### config.mk
export PLATFORM = sky130hd
export DESIGN_NAME = mode1_ctrl_flat
export DESIGN_NICKNAME = d
export VERILOG_FILES = /design/src/rtl/mode1_ctrl_if.sv /design/src/rtl/mode1_ctrl.sv /design/src/flat_wrapper.sv
export SDC_FILE = /design/constraint.sdc
export NUM_CORES = 1
export LEC_CHECK = 0
export ABC_AREA = 1
export CAP_MARGIN = 20
export CORE_AREA = 8 8 51 84
export CTS_BUF_LIST = sky130_fd_sc_hd__clkbuf_4 sky130_fd_sc_hd__clkbuf_8 sky130_fd_sc_hd__clkbuf_16
export CTS_CLUSTER_DIAMETER = 100
export DETAILED_ROUTE_END_ITERATION = 10
export DIE_AREA = 0 0 59 92
export GPL_ROUTABILITY_DRIVEN = 0
export PLACE_DENSITY = 0.71
export SETUP_SLACK_MARGIN = 0.1
export SYNTH_ARGS = -nofsm -noshare
export SYNTH_HDL_FRONTEND = slang
export SYNTH_SLANG_ARGS = --single-unit
### constraint.sdc
create_clock -name clk -period 1.21 [get_ports clk]
set_input_delay 0.242 -clock clk [delete_from_list [all_inputs] [get_ports clk]]
set_output_delay 0.242 -clock clk [all_outputs]
set_load 0.005 [all_outputs]
### src/rtl/mode1_ctrl_if.sv
// Control/bus bundle between the softmax top-level controller and the mode-1 sequencer.
// The master side issues start and parameters; the slave side drives SRAM reads and status.
interface mode1_ctrl_if #(
    parameter int ADDRWIDTH = 8
);
    logic                 start;
    logic [ADDRWIDTH-1:0] base_addr;
    logic [ADDRWIDTH-1:0] num_pairs;
    logic                 stall;
    logic                 rd_en;
    logic [ADDRWIDTH-1:0] rd_addr;
    logic                 mode1_run;
    logic                 max_clear;
    logic                 busy;
    logic                 done;
    logic                 max_valid;

    modport master (
        output start, base_addr, num_pairs, stall,
        input  rd_en, rd_addr, mode1_run, max_clear, busy, done, max_valid
    );

    modport slave (
        input  start, base_addr, num_pairs, stall,
        output rd_en, rd_addr, mode1_run, max_clear, busy, done, max_valid
    );
endinterface

### src/rtl/mode1_ctrl.sv
// Sequencer for the mode-1 running-max pass: clear accumulator, stream pairs, pulse done.
// Latency: done at start+N+3 (+1 per READ stall); stall freezes address/count only in READ.
module mode1_ctrl #(
    parameter int ADDRWIDTH = 8
) (
    input  logic        clk,
    input  logic        reset,
    mode1_ctrl_if.slave bus
);
    localparam logic [2:0] S_IDLE  = 3'd0;
    localparam logic [2:0] S_CLEAR = 3'd1;
    localparam logic [2:0] S_READ  = 3'd2;
    localparam logic [2:0] S_DRAIN = 3'd3;
    localparam logic [2:0] S_DONE  = 3'd4;

    logic [2:0]           state_q, state_d;
    logic [ADDRWIDTH-1:0] addr_q, addr_d;
    logic [ADDRWIDTH-1:0] rem_q, rem_d;
    logic                 max_valid_q, max_valid_d;
    logic                 run_q, run_d;
    logic                 rd_en;

    always_comb begin
        state_d     = state_q;
        addr_d      = addr_q;
        rem_d       = rem_q;
        max_valid_d = max_valid_q;
        rd_en       = 1'b0;
        case (state_q)
            S_IDLE: begin
                if (bus.start) begin
                    addr_d      = bus.base_addr;
                    rem_d       = bus.num_pairs;
                    max_valid_d = 1'b0;
                    state_d     = S_CLEAR;
                end
            end
            S_CLEAR: begin
                state_d = (rem_q != '0) ? S_READ : S_DONE;
            end
            S_READ: begin
                if (!bus.stall) begin
                    rd_en  = 1'b1;
                    addr_d = addr_q + ADDRWIDTH'(1);
                    rem_d  = rem_q - ADDRWIDTH'(1);
                    if (rem_q == ADDRWIDTH'(1)) begin
                        state_d = S_DRAIN;
                    end
                end
            end
            S_DRAIN: begin
                state_d = S_DONE;
            end
            S_DONE: begin
                max_valid_d = 1'b1;
                state_d     = S_IDLE;
            end
            default: begin
                state_d = S_IDLE;
            end
        endcase
        // Run follows the read by one cycle regardless of state, matching SRAM latency.
        run_d = rd_en;
    end

    always_ff @(posedge clk) begin
        if (reset) begin
            state_q     <= S_IDLE;
            addr_q      <= '0;
            rem_q       <= '0;
            max_valid_q <= 1'b0;
            run_q       <= 1'b0;
        end else begin
            state_q     <= state_d;
            addr_q      <= addr_d;
            rem_q       <= rem_d;
            max_valid_q <= max_valid_d;
            run_q       <= run_d;
        end
    end

    assign bus.rd_en     = rd_en;
    assign bus.rd_addr   = addr_q;
    assign bus.mode1_run = run_q;
    assign bus.max_clear = (state_q == S_CLEAR);
    assign bus.busy      = (state_q == S_CLEAR) || (state_q == S_READ) || (state_q == S_DRAIN);
    assign bus.done      = (state_q == S_DONE);
    // Level flag is visible in the done cycle itself, then held by the register.
    assign bus.max_valid = max_valid_q || (state_q == S_DONE);
endmodule

### src/flat_wrapper.sv
// flat-port wrapper written by rule: the top's interface ports become plain ports
module mode1_ctrl_flat 
#(
    parameter int ADDRWIDTH = 8
)
  (clk, reset, bus_start, bus_base_addr, bus_num_pairs, bus_stall, bus_rd_en, bus_rd_addr, bus_mode1_run, bus_max_clear, bus_busy, bus_done, bus_max_valid);
  mode1_ctrl_if #(.ADDRWIDTH(ADDRWIDTH)) bus_i ();
  input  logic clk;
  input  logic reset;
  input wire logic [$bits(bus_i.start)-1:0] bus_start;
  input wire logic [$bits(bus_i.base_addr)-1:0] bus_base_addr;
  input wire logic [$bits(bus_i.num_pairs)-1:0] bus_num_pairs;
  input wire logic [$bits(bus_i.stall)-1:0] bus_stall;
  output wire logic [$bits(bus_i.rd_en)-1:0] bus_rd_en;
  output wire logic [$bits(bus_i.rd_addr)-1:0] bus_rd_addr;
  output wire logic [$bits(bus_i.mode1_run)-1:0] bus_mode1_run;
  output wire logic [$bits(bus_i.max_clear)-1:0] bus_max_clear;
  output wire logic [$bits(bus_i.busy)-1:0] bus_busy;
  output wire logic [$bits(bus_i.done)-1:0] bus_done;
  output wire logic [$bits(bus_i.max_valid)-1:0] bus_max_valid;
  assign bus_i.start = bus_start;
  assign bus_i.base_addr = bus_base_addr;
  assign bus_i.num_pairs = bus_num_pairs;
  assign bus_i.stall = bus_stall;
  assign bus_rd_en = bus_i.rd_en;
  assign bus_rd_addr = bus_i.rd_addr;
  assign bus_mode1_run = bus_i.mode1_run;
  assign bus_max_clear = bus_i.max_clear;
  assign bus_busy = bus_i.busy;
  assign bus_done = bus_i.done;
  assign bus_max_valid = bus_i.max_valid;
  mode1_ctrl #(.ADDRWIDTH(ADDRWIDTH)) u_core (.clk(clk), .reset(reset), .bus(bus_i));
endmodule
==> results of run 1 <==
-- final timing paths --
check	slack, ns	startpoint	endpoint	cells past startpoint
setup reg to reg	-0.16	u_core.state_q[0]$_SDFFE_PP0P_	u_core.rem_q[2]$_SDFFE_PP0P_	7
setup / recovery	-0.16	u_core.state_q[0]$_SDFFE_PP0P_	u_core.rem_q[2]$_SDFFE_PP0P_	7
hold reg to reg	0.50	u_core.bus.rd_addr[7]$_SDFFE_PP0P_	u_core.bus.rd_addr[7]$_SDFFE_PP0P_	2
hold / removal	0.50	u_core.bus.rd_addr[7]$_SDFFE_PP0P_	u_core.bus.rd_addr[7]$_SDFFE_PP0P_	2
-- layout by cell type (no fill, tap or decap), drive strengths merged, types with 3 or more instances in the layout --
cell type / n
clkbuf: 7
a21oi: 14
nand2: 58
nand3: 15
o21ai: 20
clkdlybuf4s50: 18
ha: 3
dfxtp: 21
dlygate4sd2: 7
inv: 25
nor2: 28
buf: 53
-- routing by layer --
| layer | GRT usage [%] | wire length [um] |
|---|---|---|
| met1 | 17.6 | 1870 |
| met2 | 33.4 | 2960 |
| met3 | 3.08 | 212 |
| met4 | 8.63 | 333 |
| met5 | 0 | 0 |
-- registers in the layout, summed over array words and instances (netlist names) --
register and cells:
u_core.max_valid_q 1, u_core.state_q 3, u_core.rem_q 8, u_core.bus.mode1_run 1
u_core.bus.rd_addr 8
-- worst min-delay path: cells and delay by family (launching register included) --
kind	cells	cell delay [ns]
AND/OR/NAND/NOR	1	0.08
flip-flops	1	0.34
AO/OA/AOI/OAI	1	0.05
-- timing repair --
action	in CTS	in global routing
setup endpoints to repair	32	28
pin swaps	21	17
resized for setup	108	34
cloned	3	2
buffers inserted	16	3
endpoints found under the hold margin	0	0
-- power groups by stage --
stage / clock network (mW) / logic (mW) / registers [mW]
floorplan: 0 / 0.685 / 0.935
global placement: 0 / 1.23 / 0.925
detailed placement: 0 / 1.25 / 0.924
CTS: 0.497 / 1.68 / 0.931
global route: 0.515 / 2.14 / 0.961
finish: 0.487 / 2.01 / 0.951
-- stage by stage --
step,TNS (ns),worst slack (ns),hold slack (ns),instances
after floorplan,0,0.0650,0.378,203
after global placement,-5.10,-0.371,0.471,299
after detailed placement,-5.61,-0.389,0.471,299
after CTS,-0.962,-0.104,0.481,322
after global routing,-3.65,-0.226,0.517,326
final,-2.20,-0.163,0.496,326
-- area by class of cell --
type / instances / area, um2 / area share [%]
clock buffers: 4 / 48.8 / 1.96
inverters: 25 / 119 / 4.77
multi-input cells: 151 / 997 / 40.0
flip-flops and latches: 21 / 449 / 18.0
well taps: 43 / 53.8 / 2.16
repair buffers: 82 / 825 / 33.1
-- kinds of logic (layout without fill, tap and decap cells) --
group                    Yosys count  count (layout)  share of synthesized area, %
XOR/XNOR                           1               1                         0.676
flip-flops                        21              21                          32.5
AND/OR/NAND/NOR                  106             107                          35.4
adder cells (fa/ha/maj)            3               3                          2.90
AO/OA/AOI/OAI                     40              40                          16.4
buffers and inverters             32             111                          12.2
==> results_tabular.tex, run 1 <==
\begin{tabular}{lr}
\hline
Metric & Value \\
\hline
\multicolumn{2}{l}{\textbf{Outcome}} \\
Result of the run & finished with violations \\
Failing checks & setup timing \\
\multicolumn{2}{l}{\textbf{CTS}} \\
TritonCTS clock tree & built \\
Sinks on Clock Net & 21 \\
Htree depth & 1 \\
Library cell used as clock root buffer & sky130\_fd\_sc\_hd\_\_clkbuf\_8 \\
Clock network latency to the later pin of the worst-skew pair & approximately 0.26 ns \\
Clock buffer count from CTS & 3 \\
Clk slew on worst S/H paths & 0.08 ns \\
Maximum root-to-sink buffer count & 2 \\
Cts-stage hold buffer count & 0 \\
\multicolumn{2}{l}{\textbf{Place}} \\
Port buffer count & 33 \\
Placed inst area & about 1900 um2 \\
HPWL after detailed placement & 2800 um \\
\multicolumn{2}{l}{\textbf{Critical path}} \\
Crit. End Element & register \\
Crit-path max FO & 6 \\
Family with the most delay on the worst path & flip-flops \\
Buffering stage count on the worst path with inverters included & 2 \\
Arrival time at the worst endpoint & 1.57 ns \\
Critical path, cell by cell & nor2\_4 > buf\_6 > nand2\_8 > buf\_16 > o21ai\_1 > nand2\_1 > a21oi\_1 \\
Category of the worst setup path launch point & register \\
Category of the most critical setup path & reg -> reg \\
Maximum cell stage delay along the critical path & approximately 0.38 ns \\
CP max stage cell & sky130\_fd\_sc\_hd\_\_dfxtp\_4 \\
Worst endpoint required time & around 1.4 ns \\
\multicolumn{2}{l}{\textbf{Drt}} \\
Vias after detailed routing & 1740 \\
\# DRC & 0 \\
Number of DRC markers after the initial detailed-route iteration & between 60 and 70 \\
WL final & between 5000 and 6000 um \\
Antenna viol nets, final & 0 \\
Mean number of vias per cell & $\sim$5.3 \\
Detail-routed net length per standard cell & 16.5 um \\
Initial DRT Pass Iterations & 4 \\
\multicolumn{2}{l}{\textbf{Timing}} \\
Min Clock Period, post-route & roughly 1.4 ns \\
Count of endpoints failing setup in the final report & 23 \\
Slew at the pin closest to its max-slew limit & about 0.25 ns \\
Final setup margin & -0.163 ns \\
Timing-limited maximum frequency & around 730 MHz \\
Final cycle utilization of the critical path & 113\% \\
Final hold violation count & 0 \\
Relative slew slack & a little over 80\% \\
Clock Skew & about 0.0034 ns \\
Setup repair after global routing missed its margin & yes \\
Max Slew Vio Count & 0 \\
\multicolumn{2}{l}{\textbf{Floorplanning}} \\
Area of the die & about 5400 um2 \\
Width of the chip & between 50 and 60 um \\
Die boundary height & $\sim$92 um \\
Rows & 27 \\
Effective utilization at floorplan & between 40\% and 50\% \\
Number of ports placed on the die boundary & 34 \\
Floorplan core area & slightly above 3000 um2 \\
\multicolumn{2}{l}{\textbf{Yosys}} \\
Synth area leader & sky130\_fd\_sc\_hd\_\_dfxtp\_1 \\
Count of cell types in the netlist & 28 \\
Most frequently used flop master after synthesis & sky130\_fd\_sc\_hd\_\_dfxtp\_1 \\
Synthesized area divided by synthesized cell count & 6.38 um2 \\
Post-Syn Instances & just over 200 \\
Most frequent cell after synthesis & sky130\_fd\_sc\_hd\_\_nand2\_1 \\
Netlist area before placement & about 1300 um2 \\
Most area-consuming cells after synthesis & sky130\_fd\_sc\_hd\_\_dfxtp\_1, sky130\_fd\_sc\_hd\_\_nand2\_1, sky130\_fd\_sc\_hd\_\_nor2\_1 \\
Total number of yosys warnings & 0 \\
Syn\_nets & approximately 230 \\
Yosys top cell area share & 32.5\% \\
EDFF count, synth & 0 \\
Yosys reg bits & 21 \\
Share of synthesized flip-flops with an asynchronous set or reset & 0\% \\
Post-synth top cells & sky130\_fd\_sc\_hd\_\_nand2\_1, sky130\_fd\_sc\_hd\_\_nor2\_1, sky130\_fd\_sc\_hd\_\_inv\_1, sky130\_fd\_sc\_hd\_\_dfxtp\_1 \\
Register area share after synthesis & 32.5\% \\
\multicolumn{2}{l}{\textbf{Power and ir drop}} \\
Switching fraction of total power & 39.5\% \\
IR Drop Worst-Case VDD & between 0.0008 and 0.0009 V \\
Proportion of power drawn by the clock network & between 10\% and 20\% \\
Sequential Power Share & between 20 and 30\% \\
Logic gate share of total power & roughly three fifths \\
Power Dens Cells & 1380 nW/um2 \\
Power, Total & around 3.4 mW \\
Int Power & $\sim$2.1 mW \\
Standby leakage power & approximately 1.1 nW \\
Net switching power & between 1 and 1.5 mW \\
\multicolumn{2}{l}{\textbf{Run}} \\
Max-cap violation count & 0 \\
\multicolumn{2}{l}{\textbf{Cells and area}} \\
Layout overhead on the synthesized area & 92.5\% \\
Post-layout util & about four fifths \\
Final design area excluding fillers & around 2500 um2 \\
Antenna Diode Count & 0 \\
Layout cells sized above 1 & a little under half \\
Filler cells & approximately 190 \\
Net count reported at finish & 307 \\
\multicolumn{2}{l}{\textbf{GRT}} \\
Combined global-route utilization of all metal layers & 17.8\% \\
Via count of the first global-routing pass & 1634 \\
Pin count of the biggest net entering global routing & 19 \\
Remaining Overflow, GRT & 0 \\
Antenna violations before repair & 0 \\
Wire length of the first global-routing pass & 7650 um \\
\multicolumn{2}{l}{\textbf{Worst hold path}} \\
Worst hold-check path type & reg -> reg \\
\hline
\end{tabular}
Note: power is estimated with default switching activity, not from simulation.
==> run 2: changes to the inputs <==
--- a/config.mk
+++ b/config.mk
@@ -6,14 +6,14 @@
 export NUM_CORES = 1
 export LEC_CHECK = 0
 export ABC_AREA = 1
-export CAP_MARGIN = 20
-export CORE_AREA = 8 8 51 84
+export CORE_AREA = 8 8 50 82
 export CTS_BUF_LIST = sky130_fd_sc_hd__clkbuf_4 sky130_fd_sc_hd__clkbuf_8 sky130_fd_sc_hd__clkbuf_16
 export CTS_CLUSTER_DIAMETER = 100
 export DETAILED_ROUTE_END_ITERATION = 10
-export DIE_AREA = 0 0 59 92
+export DIE_AREA = 0 0 58 90
 export GPL_ROUTABILITY_DRIVEN = 0
-export PLACE_DENSITY = 0.71
+export MAX_ROUTING_LAYER = met4
+export PLACE_DENSITY = 0.72
 export SETUP_SLACK_MARGIN = 0.1
 export SYNTH_ARGS = -nofsm -noshare
 export SYNTH_HDL_FRONTEND = slang
==> constraint.sdc (replaced) <==
create_clock -name clk -period 1.37 [get_ports clk]
set_input_delay 0.274 -clock clk [delete_from_list [all_inputs] [get_ports clk]]
set_output_delay 0.274 -clock clk [all_outputs]
set_load 0.005 [all_outputs]
==> run 2 against run 1 <==
The flow still finishes with violations (setup timing); combinational power decreased by 30%; non-clock buffer count is 16 lower; worst hold slack worse by 0.0033 ns; largest power group unchanged.
==> results_tabular.tex, run 2 (synthesis results as in run 1) <==
\begin{tabular}{lr}
\hline
Metric & Value \\
\hline
\multicolumn{2}{l}{\textbf{Floorplanning}} \\
Rows & 27 \\
Effective utilization at floorplan & around 43\% \\
Floorplan core area & roughly 3000 um2 \\
Area of the die & $\sim$5200 um2 \\
Die boundary height & 90 um \\
Number of ports placed on the die boundary & 34 \\
Width of the chip & $\sim$58 um \\
\multicolumn{2}{l}{\textbf{Power and ir drop}} \\
Switching fraction of total power & between 30\% and 40\% \\
Standby leakage power & just over 1 nW \\
Logic gate share of total power & 52.8\% \\
Sequential Power Share & approximately 30\% \\
IR Drop Worst-Case VDD & 0.000699 V \\
Power Dens Cells & 1220 nW/um2 \\
Proportion of power drawn by the clock network & between 15 and 20\% \\
Power, Total & roughly 2.7 mW \\
Int Power & 1.61 mW \\
Net switching power & $\sim$1.1 mW \\
\multicolumn{2}{l}{\textbf{Timing}} \\
Setup repair after global routing missed its margin & yes \\
Count of endpoints failing setup in the final report & 12 \\
Min Clock Period, post-route & roughly 1.4 ns \\
Timing-limited maximum frequency & between 700 and 800 MHz \\
Final setup margin & -0.0454 ns \\
Final cycle utilization of the critical path & 103\% \\
Final hold violation count & 0 \\
Relative slew slack & roughly 82\% \\
Clock Skew & approximately 0.0035 ns \\
Max Slew Vio Count & 0 \\
Slew at the pin closest to its max-slew limit & around 0.27 ns \\
\multicolumn{2}{l}{\textbf{Run}} \\
Max-cap violation count & 0 \\
\multicolumn{2}{l}{\textbf{Drt}} \\
Antenna viol nets, final & 0 \\
Initial DRT Pass Iterations & 4 \\
Mean number of vias per cell & between 5 and 6 \\
WL final & between 4000 and 5000 um \\
Vias after detailed routing & about 1600 \\
Detail-routed net length per standard cell & 16.0 um \\
Number of DRC markers after the initial detailed-route iteration & 70 \\
\# DRC & 0 \\
\multicolumn{2}{l}{\textbf{GRT}} \\
Via count of the first global-routing pass & 1536 \\
Pin count of the biggest net entering global routing & 18 \\
Antenna violations before repair & 0 \\
Remaining Overflow, GRT & 0 \\
Combined global-route utilization of all metal layers & 17.0\% \\
Wire length of the first global-routing pass & between 6000 and 7000 um \\
\multicolumn{2}{l}{\textbf{Cells and area}} \\
Filler cells & approximately 230 \\
Layout cells sized above 1 & between 30\% and 40\% \\
Layout overhead on the synthesized area & 69.2\% \\
Post-layout util & a little over 70\% \\
Net count reported at finish & $\sim$290 \\
Antenna Diode Count & 0 \\
Commonest cells after routing, fill and taps aside & sky130\_fd\_sc\_hd\_\_nand2\_1, sky130\_fd\_sc\_hd\_\_nor2\_1, sky130\_fd\_sc\_hd\_\_buf\_4 \\
Most frequent standard cell in the layout excluding fill and tap cells & sky130\_fd\_sc\_hd\_\_nand2\_1 \\
\multicolumn{2}{l}{\textbf{CTS}} \\
Clock buffer count from CTS & 3 \\
Sinks on Clock Net & 21 \\
Htree depth & 1 \\
TritonCTS clock tree & built \\
Maximum root-to-sink buffer count & 2 \\
Cts-stage hold buffer count & 0 \\
Clk slew on worst S/H paths & about 0.08 ns \\
Library cell used as clock root buffer & sky130\_fd\_sc\_hd\_\_clkbuf\_8 \\
Clock network latency to the later pin of the worst-skew pair & approximately 0.27 ns \\
\multicolumn{2}{l}{\textbf{Critical path}} \\
Worst-case register-to-register setup slack & -0.05 ns \\
Maximum cell stage delay along the critical path & around 0.36 ns \\
Timing startpoint of the critical path & u\_core.state\_q[0]\$\_SDFFE\_PP0P\_ \\
Startpoint of the most critical register-to-register path & u\_core.state\_q[0]\$\_SDFFE\_PP0P\_ \\
Number of cells on the worst reg-to-reg path & 10 \\
Critical path, cell by cell & buf\_6 > nor2\_4 > buf\_6 > nand2\_8 > clkbuf\_16 > nand2\_4 > nand2\_2 > inv\_2 > nand2\_1 > a21oi\_1 \\
Crit-path max FO & 5 \\
Most repeated library cell on the critical path & sky130\_fd\_sc\_hd\_\_buf\_6 \\
Category of the worst setup path launch point & register \\
Worst endpoint required time & 1.57 ns \\
CP max stage cell & sky130\_fd\_sc\_hd\_\_dfxtp\_4 \\
Arrival time at the worst endpoint & 1.62 ns \\
Category of the most critical setup path & reg -> reg \\
Timing endpoint of the critical path & u\_core.bus.rd\_addr[7]\$\_SDFFE\_PP0P\_ \\
Crit. End Element & register \\
Endpoint of the lowest-slack register-to-register path & u\_core.bus.rd\_addr[7]\$\_SDFFE\_PP0P\_ \\
\multicolumn{2}{l}{\textbf{Place}} \\
HPWL after detailed placement & about 2800 um \\
Port buffer count & 33 \\
\multicolumn{2}{l}{\textbf{Outcome}} \\
Result of the run & finished with violations \\
Failing checks & setup timing \\
\multicolumn{2}{l}{\textbf{Worst hold path}} \\
Worst min-delay path startpoint & u\_core.bus.rd\_addr[7]\$\_SDFFE\_PP0P\_ \\
Worst hold-check path type & reg -> reg \\
\hline
\end{tabular}
==> run 2: cell types whose count changed in the layout (fill, tap and decap cells not counted), sizes merged <==
cell,previous run,this run
buf,53,36
clkbuf,7,6
clkdlybuf4s50,18,19
dlygate4sd2,7,8
==> run 2: through the flow <==
| step | worst slack (ns) | std cells | TNS [ns] | cell area (um2) | hold WS, ns |
|---|---|---|---|---|---|
| after floorplan | 0.164 | 203 | 0 | 1290 | 0.418 |
| after global routing | -0.0868 | 296 | -0.956 | 2190 | 0.498 |
| after CTS | -0.0244 | 295 | -0.0457 | 2080 | 0.481 |
| after detailed placement | -0.310 | 283 | -3.37 | 1810 | 0.469 |
| after global placement | -0.278 | 283 | -2.79 | 1810 | 0.472 |
| final | -0.0454 | 296 | -0.162 | 2190 | 0.493 |
==> run 2: metal layers <==
layer | up-vias | share of wire, % | global-route usage [%]
li1 | 788 | - | -
met1 | 781 | 34 | 15.8
met2 | 57 | 58 | 32.5
met3 | 10 | 5.4 | 2.00
met4 | 0 | 2.6 | 7.41
met5 | - | 0 | -
==> run 2: how the worst min path moves through the flow <==
| stage | end | slack [ns] | cells past startpoint |
|---|---|---|---|
| 6_report | u_core.bus.rd_addr[7]$_SDFFE_PP0P_ | 0.49 | 2 |
| 5_1_grt | u_core.bus.rd_addr[7]$_SDFFE_PP0P_ | 0.50 | 2 |
| 4_1_cts | u_core.rem_q[7]$_SDFFE_PP0P_ | 0.48 | 2 |
| 3_5_place_dp | u_core.rem_q[7]$_SDFFE_PP0P_ | 0.47 | 2 |
| 3_3_place_gp | u_core.rem_q[7]$_SDFFE_PP0P_ | 0.47 | 2 |
| 2_1_floorplan | u_core.bus.rd_addr[0]$_SDFFE_PP0P_ | 0.42 | 2 |
==> run 2: cell type report <==
type	count	area, um2	area share, %
timing repair buffer	66	642	29.3
sequential	21	437	19.9
inverter	25	109	4.97
multi-input combinational	151	918	41.9
clock buffer	4	48.8	2.23
tap	29	36.3	1.66
==> run 2: worst max-delay path, delay by kind of cell, from the launching register on <==
family                 cells  cell delay, ns
buffers and inverters      4            0.50
flip-flops                 1            0.36
AND/OR/NAND/NOR            5            0.35
AO/OA/AOI/OAI              1            0.12
==> run 2: timing repair <==
| item | in CTS | in global routing |
|---|---|---|
| setup endpoints to repair | 31 | 25 |
| pin swaps | 18 | 24 |
| cloned | 3 | 1 |
| resized for setup | 72 | 37 |
| endpoints found under the hold margin | 0 | 0 |
| setup buffers | 5 | 0 |
==> run 2: power by group through the flow <==
stage	registers [mW]	logic, mW	clock network (mW)
floorplan	0.818	0.592	0
global placement	0.804	1.05	0
detailed placement	0.806	1.06	0
CTS	0.804	1.27	0.450
global route	0.822	1.53	0.473
finish	0.814	1.41	0.451
==> run 3: changes to the inputs <==
==> constraint.sdc (replaced) <==
create_clock -name clk -period 1.61 [get_ports clk]
set_input_delay 0.322 -clock clk [delete_from_list [all_inputs] [get_ports clk]]
set_output_delay 0.322 -clock clk [all_outputs]
set_load 0.005 [all_outputs]
==> run 3 against run 2 <==
The run now ends clean; worst hold slack lost 0.00052 ns; flip-flop and latch count is the same; final cell count fell by 5.4%; count of clock-buffer cells in the layout stayed put; sequential share of layout area grew 4.1 points; critical path type is now reg -> out; critical endpoint is now bus_rd_addr[0].
==> results_tabular.tex, run 3 (synthesis results as in run 1) <==
\begin{tabular}{lr}
\hline
Metric & Value \\
\hline
\multicolumn{2}{l}{\textbf{CTS}} \\
Library cell used as clock root buffer & sky130\_fd\_sc\_hd\_\_clkbuf\_8 \\
Htree depth & 1 \\
Clk slew on worst S/H paths & $\sim$0.080 ns \\
TritonCTS clock tree & built \\
Sinks on Clock Net & 21 \\
Clock buffer count from CTS & 3 \\
Clock network latency to the later pin of the worst-skew pair & 0.27 ns \\
Maximum root-to-sink buffer count & 2 \\
\multicolumn{2}{l}{\textbf{Cells and area}} \\
Final design area excluding fillers & between 1500 and 2000 um2 \\
Layout cells sized above 1 & around 18\% \\
Commonest cells after routing, fill and taps aside & sky130\_fd\_sc\_hd\_\_nand2\_1, sky130\_fd\_sc\_hd\_\_clkdlybuf4s50\_1, sky130\_fd\_sc\_hd\_\_nor2\_1 \\
Net count reported at finish & 275 \\
Filler cells & 285 \\
Antenna Diode Count & 0 \\
Layout overhead on the synthesized area & 41.4\% \\
Post-layout util & approximately 60\% \\
Most frequent standard cell in the layout excluding fill and tap cells & sky130\_fd\_sc\_hd\_\_nand2\_1 \\
\multicolumn{2}{l}{\textbf{Floorplanning}} \\
Effective utilization at floorplan & 42.6\% \\
Width of the chip & 58 um \\
Area of the die & around 5200 um2 \\
Floorplan core area & about 3000 um2 \\
Number of ports placed on the die boundary & 34 \\
Die boundary height & around 90 um \\
Rows & 27 \\
\multicolumn{2}{l}{\textbf{Drt}} \\
Vias after detailed routing & 1474 \\
Initial DRT Pass Iterations & 4 \\
Detail-routed net length per standard cell & 13.0 um \\
Mean number of vias per cell & between 5 and 6 \\
Number of DRC markers after the initial detailed-route iteration & just under 50 \\
Antenna viol nets, final & 0 \\
WL final & $\sim$3600 um \\
\# DRC & 0 \\
\multicolumn{2}{l}{\textbf{Critical path}} \\
Crit. End Element & primary output \\
Timing startpoint of the critical path & u\_core.bus.rd\_addr[0]\$\_SDFFE\_PP0P\_ \\
Startpoint of the most critical register-to-register path & u\_core.state\_q[0]\$\_SDFFE\_PP0P\_ \\
Worst-case register-to-register setup slack & 0.20 ns \\
Number of cells on the worst reg-to-reg path & 8 \\
Critical path, cell by cell & clkdlybuf4s50\_1 \\
Worst endpoint required time & between 1 and 1.5 ns \\
Buffering stage count on the worst path with inverters included & 1 \\
Family with the most delay on the worst path & buffers and inverters \\
Crit-path max FO & 6 \\
Category of the worst setup path launch point & register \\
Maximum cell stage delay along the critical path & roughly 0.51 ns \\
Arrival time at the worst endpoint & roughly 1.2 ns \\
CP max stage cell & sky130\_fd\_sc\_hd\_\_clkdlybuf4s50\_1 \\
Category of the most critical setup path & reg -> out \\
Endpoint of the lowest-slack register-to-register path & u\_core.bus.rd\_addr[2]\$\_SDFFE\_PP0P\_ \\
Crit. path cell count & 1 \\
Timing endpoint of the critical path & bus\_rd\_addr[0] \\
\multicolumn{2}{l}{\textbf{Timing}} \\
Setup repair after global routing missed its margin & no \\
Max Slew Vio Count & 0 \\
Timing-limited maximum frequency & between 600 and 700 MHz \\
Clock Skew & between 0.004 and 0.005 ns \\
Min Clock Period, post-route & $\sim$1.5 ns \\
Relative slew slack & 82.8\% \\
Final cycle utilization of the critical path & 91.7\% \\
Count of endpoints failing setup in the final report & 0 \\
Final hold violation count & 0 \\
Slew at the pin closest to its max-slew limit & between 0.2 and 0.3 ns \\
\multicolumn{2}{l}{\textbf{GRT}} \\
Antenna violations before repair & 0 \\
Combined global-route utilization of all metal layers & 13.9\% \\
Remaining Overflow, GRT & 0 \\
Pin count of the biggest net entering global routing & 20 \\
Via count of the first global-routing pass & around 1400 \\
Wire length of the first global-routing pass & about 5800 um \\
\multicolumn{2}{l}{\textbf{Place}} \\
Placed inst area & around 1700 um2 \\
HPWL after detailed placement & between 2000 and 3000 um \\
Port buffer count & 33 \\
\multicolumn{2}{l}{\textbf{Power and ir drop}} \\
Standby leakage power & $\sim$0.85 nW \\
Power Dens Cells & roughly 1100 nW/um2 \\
IR Drop Worst-Case VDD & 0.000705 V \\
\multicolumn{2}{l}{\textbf{Outcome}} \\
Result of the run & finished, final reports clean \\
\multicolumn{2}{l}{\textbf{Run}} \\
Max-cap violation count & 0 \\
\multicolumn{2}{l}{\textbf{Worst hold path}} \\
Worst hold-check path type & reg -> reg \\
\hline
\end{tabular}
[run 3: cell types whose count changed in the layout (fill, tap and decap cells not counted), moves of 3 or more]
| cell | change |
|---|---|
| sky130_fd_sc_hd__a21oi_1 | +6 |
| sky130_fd_sc_hd__a21oi_2 | -6 |
| sky130_fd_sc_hd__buf_2 | -3 |
| sky130_fd_sc_hd__buf_4 | -5 |
| sky130_fd_sc_hd__buf_6 | -9 |
| sky130_fd_sc_hd__clkdlybuf4s50_1 | +9 |
| sky130_fd_sc_hd__dlygate4sd2_1 | -5 |
| sky130_fd_sc_hd__inv_1 | +3 |
| sky130_fd_sc_hd__nand2_1 | +17 |
| sky130_fd_sc_hd__nand2_2 | -12 |
| sky130_fd_sc_hd__nand2_4 | -3 |
| sky130_fd_sc_hd__o21ai_1 | +4 |
| sky130_fd_sc_hd__o21ai_2 | -4 |
[run 3: area by class of cell]
class | instances | area [um2] | area share (%)
clock buffer | 4 | 48.8 | 2.67
multi-input combinational | 151 | 746 | 40.7
sequential | 21 | 439 | 24.0
tap | 29 | 36.3 | 1.98
inverter | 25 | 98.8 | 5.40
timing repair buffer | 50 | 462 | 25.2
[run 3: how the worst min path moves through the flow]
| stage | slack (ns) | to | from | cells after the start |
|---|---|---|---|---|
| after floorplan | 0.43 | u_core.max_valid_q$_SDFFE_PP0P_ | u_core.max_valid_q$_SDFFE_PP0P_ | 2 |
| after detailed placement | 0.45 | u_core.max_valid_q$_SDFFE_PP0P_ | u_core.max_valid_q$_SDFFE_PP0P_ | 2 |
| final | 0.49 | u_core.bus.rd_addr[2]$_SDFFE_PP0P_ | u_core.bus.rd_addr[2]$_SDFFE_PP0P_ | 2 |
| after CTS | 0.47 | u_core.max_valid_q$_SDFFE_PP0P_ | u_core.max_valid_q$_SDFFE_PP0P_ | 2 |
| after global placement | 0.44 | u_core.max_valid_q$_SDFFE_PP0P_ | u_core.max_valid_q$_SDFFE_PP0P_ | 2 |
| after global routing | 0.52 | u_core.state_q[2]$_SDFFE_PP0P_ | u_core.state_q[2]$_SDFFE_PP0P_ | 1 |
[run 3: layer usage]
layer  up-vias  share of wire (%)  wire (um)  track usage (%)
met3         7                3.3        120             1.57
met4         0                2.5         91             8.02
met5         -                  0          0                -
li1        759                  -          -                -
met2        34                 58       2100             27.0
met1       674                 37       1330             11.9
[run 3: report_power, final]
part | internal (mW) | leakage, nW | total, mW | switching (mW)
Clock | 0.194 | 0.0262 | 0.376 | 0.182
Combinational | 0.405 | 0.643 | 0.848 | 0.442
Sequential | 0.616 | 0.178 | 0.712 | 0.0957
[run 3: per-stage QoR]
step | hold WS (ns) | setup slack (ns) | instances | total power, mW | setup TNS (ns)
2_1_floorplan | 0.427 | 0.404 | 203 | 1.20 | 0
3_3_place_gp | 0.442 | -0.135 | 269 | 1.49 | -0.135
3_5_place_dp | 0.449 | -0.165 | 269 | 1.50 | -0.359
4_1_cts | 0.468 | 0.0787 | 274 | 1.88 | 0
5_1_grt | 0.525 | 0.0994 | 280 | 2.07 | 0
6_report | 0.492 | 0.134 | 280 | 1.93 | 0
[run 3: timing repair]
action                     4_1_cts  5_1_grt
pin swaps                        2        2
hold buffers                     0        0
gates cloned                     0        1
gates resized for setup         16       14
setup buffers                    1        5
setup endpoints to repair       10       16
==> RTL change 1 (settings of run 1) <==
`ADDRWIDTH` is set to 8 in 3 places; all go to 7.
--- a/src/rtl/mode1_ctrl_if.sv
+++ b/src/rtl/mode1_ctrl_if.sv
@@ -2,5 +2,5 @@
 // The master side issues start and parameters; the slave side drives SRAM reads and status.
 interface mode1_ctrl_if #(
-    parameter int ADDRWIDTH = 8
+    parameter int ADDRWIDTH = 7
 );
     logic                 start;
--- a/src/rtl/mode1_ctrl.sv
+++ b/src/rtl/mode1_ctrl.sv
@@ -2,5 +2,5 @@
 // Latency: done at start+N+3 (+1 per READ stall); stall freezes address/count only in READ.
 module mode1_ctrl #(
-    parameter int ADDRWIDTH = 8
+    parameter int ADDRWIDTH = 7
 ) (
     input  logic        clk,
--- a/src/flat_wrapper.sv
+++ b/src/flat_wrapper.sv
@@ -2,5 +2,5 @@
 module mode1_ctrl_flat 
 #(
-    parameter int ADDRWIDTH = 8
+    parameter int ADDRWIDTH = 7
 )
   (clk, reset, bus_start, bus_base_addr, bus_num_pairs, bus_stall, bus_rd_en, bus_rd_addr, bus_mode1_run, bus_max_clear, bus_busy, bus_done, bus_max_valid);
Interface: changed (resized bus_base_addr, bus_num_pairs and bus_rd_addr); port bits go from 34 to 31. The function was not compared with the original's and may differ.
==> RTL change 1 against run 1 <==
- the run still ends with negative setup slack left
- largest cell class unchanged
- wire length shrank 33%
- clock skew grew 0.0016 ns
- die area is the same
- synthesized area shrank 5.8%
- cell area shrank 20%
- total power grew 33%
- critical endpoint is now u_core.rem_q[3]
- largest power group unchanged
- worst setup slack gained 0.022 ns
- sequential cell count shrank 2
==> RTL change 1: results (changes against run 1) <==
status - complete, but fails checks (unchanged)
failing checks - negative setup slack (unchanged)
highest net fanout along the worst path - 11 (was 6)
post-synthesis mux area share - 0% (unchanged)
share of cells above drive strength 1 - 36.59% (was 47.35%)
final setup margin - -0.1407 ns (was -0.1626 ns)
Diodes inserted - 0 (unchanged)
Worst-Skew Late Latency - 0.26 ns (about the same)
seq_cells - 19 (was 21)
port bufs - 30 (was 33)
Final setup viols - 18 (was 23)
H-tree depth - 1 (unchanged)
Data buffer area share - 30.27% (was 33.08%)
R2R depth - 9 (was 7)
1st-iter DRT viols - 37 (was 63)
ys async rst share - 0% (unchanged)
Synth Area in XOR/XNOR - 1.436% (was 0.6763%)
arrival time at the worst endpoint - 1.51 ns (was 1.57 ns)
DP HPWL - 2.381 mm (was 2.804 mm)
Clk Tree Root Cell - clkbuf_8 (unchanged)
fill count - 271 (was 192)
Setup WS pre-CTS - -0.4106 ns (was -0.3889 ns)
Distinct cells, synth - 25 (was 28)
initial antenna violation count - 0 (unchanged)
Crit path max-delay family - simple AND/OR/NAND/NOR gates (was flip-flops)
Syn Nets - 207 (was 226)
clock buffer depth - 2 (unchanged)
Clock Skew - 0.004952 ns (was 0.003358 ns)
GRT Total Usage - 13.73% (was 17.81%)
WL/cell - 12.40 um (was 16.47 um)
Logic inverters - 26 (was 25)
Slew @ Worst Pin - 0.2298 ns (was 0.2496 ns)
first-pass GRT wire length - 5.927 mm (was 7.645 mm)
Compound-Gate Fraction of Synth Area - 13.33% (was 16.43%)
#MultiIn Comb - 134 (was 151)
hold path depth - 2 (unchanged)
Worst VDD drop - 1.310 mV (was 0.8721 mV)
YS warnings - 0 (unchanged)
CTS buffer count - 3 (unchanged)
adder-cell share of the synthesized area - 4.103% (was 2.899%)
Syn Area/Cell - 6.594 um^2 (was 6.379 um^2)
Leak - 0.9654 nW (was 1.145 nW)
top post-synthesis cells by area - dfxtp_1 31%, nand2_1 15%, inv_1 7.4%, nand3_1 7.0%, nor2_1 6.8% (was dfxtp_1 32%, nand2_1 16%, nor2_1 7.8%, inv_1 6.4%, a21oi_1 5.4%)
clk cell area share - 2.434% (was 1.958%)
CTS clk-pin slew, worst paths - 0.08 ns (about the same)
DR pass1 iterations - 4 (unchanged)
largest net degree at the start of global routing - 15 (was 19)
Worst Hold Class - register to register (unchanged)
Seq/Total Area, Yosys - 31.18% (was 32.46%)
clkbuf count - 4 (unchanged)
area of all sequential standard cells - 390.4 um^2 (was 449.2 um^2)
Non-CTS buffers - 63 (was 82)
slowest CP cell - dfxtp_2 (was dfxtp_4)
multi-input logic area - 799.5 um^2 (was 997.2 um^2)
vias - 1351 (was 1740)
synth cell count leaders - 50 x nand2_1, 24 x inv_1, 22 x nor2_1 (was 55 x nand2_1, 27 x nor2_1, 22 x inv_1)
CP peak stage delay - 0.34 ns (was 0.38 ns)
Placed Area - 1735 um^2 (was 1879 um^2)
fin nets - 269 (was 307)
[RTL change 1: cell count changes in the layout (fill, tap and decap cells not counted), sizes merged, moves of 3 or more]
cell	delta
nor2	-4
a21oi	-5
nand2	-4
nand3	+4
buf	-15
o21ai	-3
[RTL change 1: per-stage QoR]
stage	TNS (ns)	std cells	hold slack, ns	utilization, %
after floorplan	0	185	0.3044	-
after global placement	-4.807	276	0.4790	55.84
after detailed placement	-4.990	276	0.4882	55.84
after CTS	-1.120	287	0.4846	61.39
after global routing	-2.881	289	0.5004	64.49
final	-1.440	289	0.4843	64.49
[RTL change 1: report_power, final]
| group | total, W | internal (W) | switching (W) |
|---|---|---|---|
| Combinational | 0.00304 | 0.00153 | 0.00151 |
| Clock | 0.000487 | 0.000257 | 0.000230 |
| Sequential | 0.00107 | 0.000871 | 0.000203 |
[RTL change 1: final timing paths]
kind / from / end / slack [ns]
setup / recovery: u_core.state_q[0] / u_core.rem_q[3] / -0.14
hold / removal: u_core.bus.rd_addr[5] / u_core.bus.rd_addr[5] / 0.48
setup reg to reg: u_core.state_q[0] / u_core.rem_q[3] / -0.14
hold reg to reg: u_core.bus.rd_addr[5] / u_core.bus.rd_addr[5] / 0.48
[RTL change 1: cells by family after synthesis]
group,after synthesis
adders and majority gates,4
buffers and inverters,32
and+or+nand+nor,100
xor gates and xnor gates,2
DFF,19
AOI/OAI and AO/OA,28
[RTL change 1: what timing repair did]
action | CTS | global route
setup endpoints to repair | 28 | 25
setup buffers | 5 | 2
resized for setup | 59 | 26
hold buffers | 0 | 0
gates cloned | 2 | 0
pin swaps | 5 | 5
[RTL change 1: layer usage]
layer	part of all wire, %	vias to the layer above	track usage [%]
li1	-	706	-
met4	0.98	0	5.221
met3	3.8	4	2.797
met5	0	-	0
met2	57	23	25.55
met1	38	618	14.13
==> RTL change 2 (settings of run 1) <==
Made on the original files. Take the reset off `addr_q` and load it in a clocked block of its own.
--- a/src/rtl/mode1_ctrl.sv
+++ b/src/rtl/mode1_ctrl.sv
@@ -67,5 +67,4 @@
         if (reset) begin
             state_q     <= S_IDLE;
-            addr_q      <= '0;
             rem_q       <= '0;
             max_valid_q <= 1'b0;
@@ -73,9 +72,12 @@
         end else begin
             state_q     <= state_d;
-            addr_q      <= addr_d;
             rem_q       <= rem_d;
             max_valid_q <= max_valid_d;
             run_q       <= run_d;
         end
+    end
+
+    always_ff @(posedge clk) begin
+        addr_q <= addr_d;
     end
 
Check against the original RTL: not equivalent (Yosys sat finds a counterexample within 4 cycles, from zero or initial values and one cycle with reset high).
==> RTL change 2 against run 1 <==
- the run still ends with negative setup slack left
- synthesized area shrank 4.5%
- critical path depth fell by 1
- sequential cell count did not move
- wire length down 9.1%
- worst setup slack worse by 0.028 ns
- synthesized cell count decreased by 14%
- clock skew rose by 0.0032 ns
- cell area decreased by 6.9%
- maximum frequency is 2.0% lower
Power is not compared: it rests on default switching activity, and its combinational part moved more than twofold at a synthesized area within 25%.
==> RTL change 2: results (changes against run 1) <==
Seq/Total Area, Yosys - 40.49% (was 32.46%)
Power Total - 0.006243 W
GRT Total Usage - 16.69% (was 17.81%)
fin nets - 277 (was 307)
grt met3 use - 3.636% (was 3.077%)
ys async rst share - 0% (unchanged)
Worst Hold Class - input port to register (was register to register)
met1 Use GR - 15.16% (was 17.64%)
largest net degree at the start of global routing - 14 (was 19)
DP HPWL - 2.715 mm (was 2.804 mm)
Rel. slew slack - 82.65% (was 83.18%)
Clock Skew - 0.006512 ns (was 0.003358 ns)
final setup margin - -0.1909 ns (was -0.1626 ns)
Vias per Instance - 5.142 (was 5.337)
arrival time at the worst endpoint - 1.16 ns (was 1.57 ns)
grt met2 use - 31.68% (was 33.42%)
drt total wl - 4.881 mm (was 5.369 mm)
Final setup viols - 28 (was 23)
Worst-Skew Late Latency - 0.28 ns (was 0.26 ns)
failing checks - negative setup slack (unchanged)
top post-synthesis cells by area - dfxtp_1 21%, edfxtp_1 19%, nand2_1 14%, inv_1 7.0%, nand3_1 6.5% (was dfxtp_1 32%, nand2_1 16%, nor2_1 7.8%, inv_1 6.4%, a21oi_1 5.4%)
highest net fanout along the worst path - 3 (was 6)
synth cell count leaders - 45 x nand2_1, 23 x inv_1, 17 x nor2_1 (was 55 x nand2_1, 27 x nor2_1, 22 x inv_1)
1st-iter DRT viols - 73 (was 63)
status - complete, but fails checks (unchanged)
first-pass GRT wire length - 6.955 mm (was 7.645 mm)
number of flops mapped to enable cells by yosys - 8 (was 0)
Setup WS pre-CTS - -0.4396 ns (was -0.3889 ns)
Distinct cells, synth - 25 (was 28)
share of cells above drive strength 1 - 47.43% (was 47.35%)
## RTL change 2: cell count changes after synthesis, sizes merged, moves of 2 or more
cell and delta:
buf -2, o211ai -2, nand2 -10, dfxtp -8
nor2 -8, a21oi -3, edfxtp +8, a31oi +2
o21ai -5
## RTL change 2: final cells by class
class	instances	area, um^2
multi-input cells	125	847.1
fillers	227	787.0
repair buffers	79	757.0
flip-flops and latches	21	514.2
inverters	24	100.1
well taps	43	53.80
clock buffers	4	48.80
## RTL change 2: repair_timing
action | 4_1_cts | 5_1_grt
cloned | 2 | 1
buffers inserted | 15 | 9
setup endpoints to repair | 39 | 36
gates resized for setup | 119 | 31
pin swaps | 14 | 24
## RTL change 2: critical path, stage by stage (launching register included)
cell     delay [ns]
dfxtp_4        0.39
nor2_4         0.05
nand2_1        0.10
inv_2          0.05
nor2_2         0.12
inv_1          0.05
buf_2          0.12
## RTL change 2: metal layers
layer	wire length, um	part of all wire (%)
met1	1714	35
met2	2777	57
met3	199	4.1
met4	191	3.9
met5	0	0
## RTL change 2: logic make-up after synthesis
logic type,synth area share (%)
simple gates,32.19
flops,40.49
fa+ha+maj,3.037
compound gates,13.16
xor+xnor,0.7086
buf+inv,10.42
## RTL change 2: per-stage QoR
| step | instance area, um^2 | setup TNS [ns] | hold slack [ns] | instances | util (%) |
|---|---|---|---|---|---|
| 2_1_floorplan | 1282 | 0 | 0.4020 | 175 | - |
| 3_3_place_gp | 1819 | -4.984 | 0.4642 | 269 | 58.53 |
| 3_5_place_dp | 1819 | -5.096 | 0.4677 | 269 | 58.53 |
| 4_1_cts | 2163 | -1.432 | 0.4056 | 289 | 69.61 |
| 5_1_grt | 2321 | -3.980 | 0.4423 | 296 | 74.68 |
| 6_report | 2321 | -2.862 | 0.4414 | 296 | 74.68 |
## RTL change 2: worst paths after layout
kind,from,end,slack (ns),cells past startpoint
hold / removal,bus_stall,u_core.state_q[0],0.44,4
setup reg to reg,u_core.state_q[0],u_core.rem_q[1],-0.19,9
hold reg to reg,u_core.rem_q[5],u_core.rem_q[5],0.47,2
setup / recovery,u_core.state_q[0],bus_max_valid,-0.19,6
## RTL change 2: power groups by stage
stage | registers, W | logic (W) | clock network, W
2_1_floorplan | 0.00132 | 0.00146 | 0
3_3_place_gp | 0.00132 | 0.00264 | 0
3_5_place_dp | 0.00133 | 0.00268 | 0
4_1_cts | 0.00128 | 0.00371 | 0.000510
5_1_grt | 0.00136 | 0.00467 | 0.000549
6_report | 0.00133 | 0.00440 | 0.000514
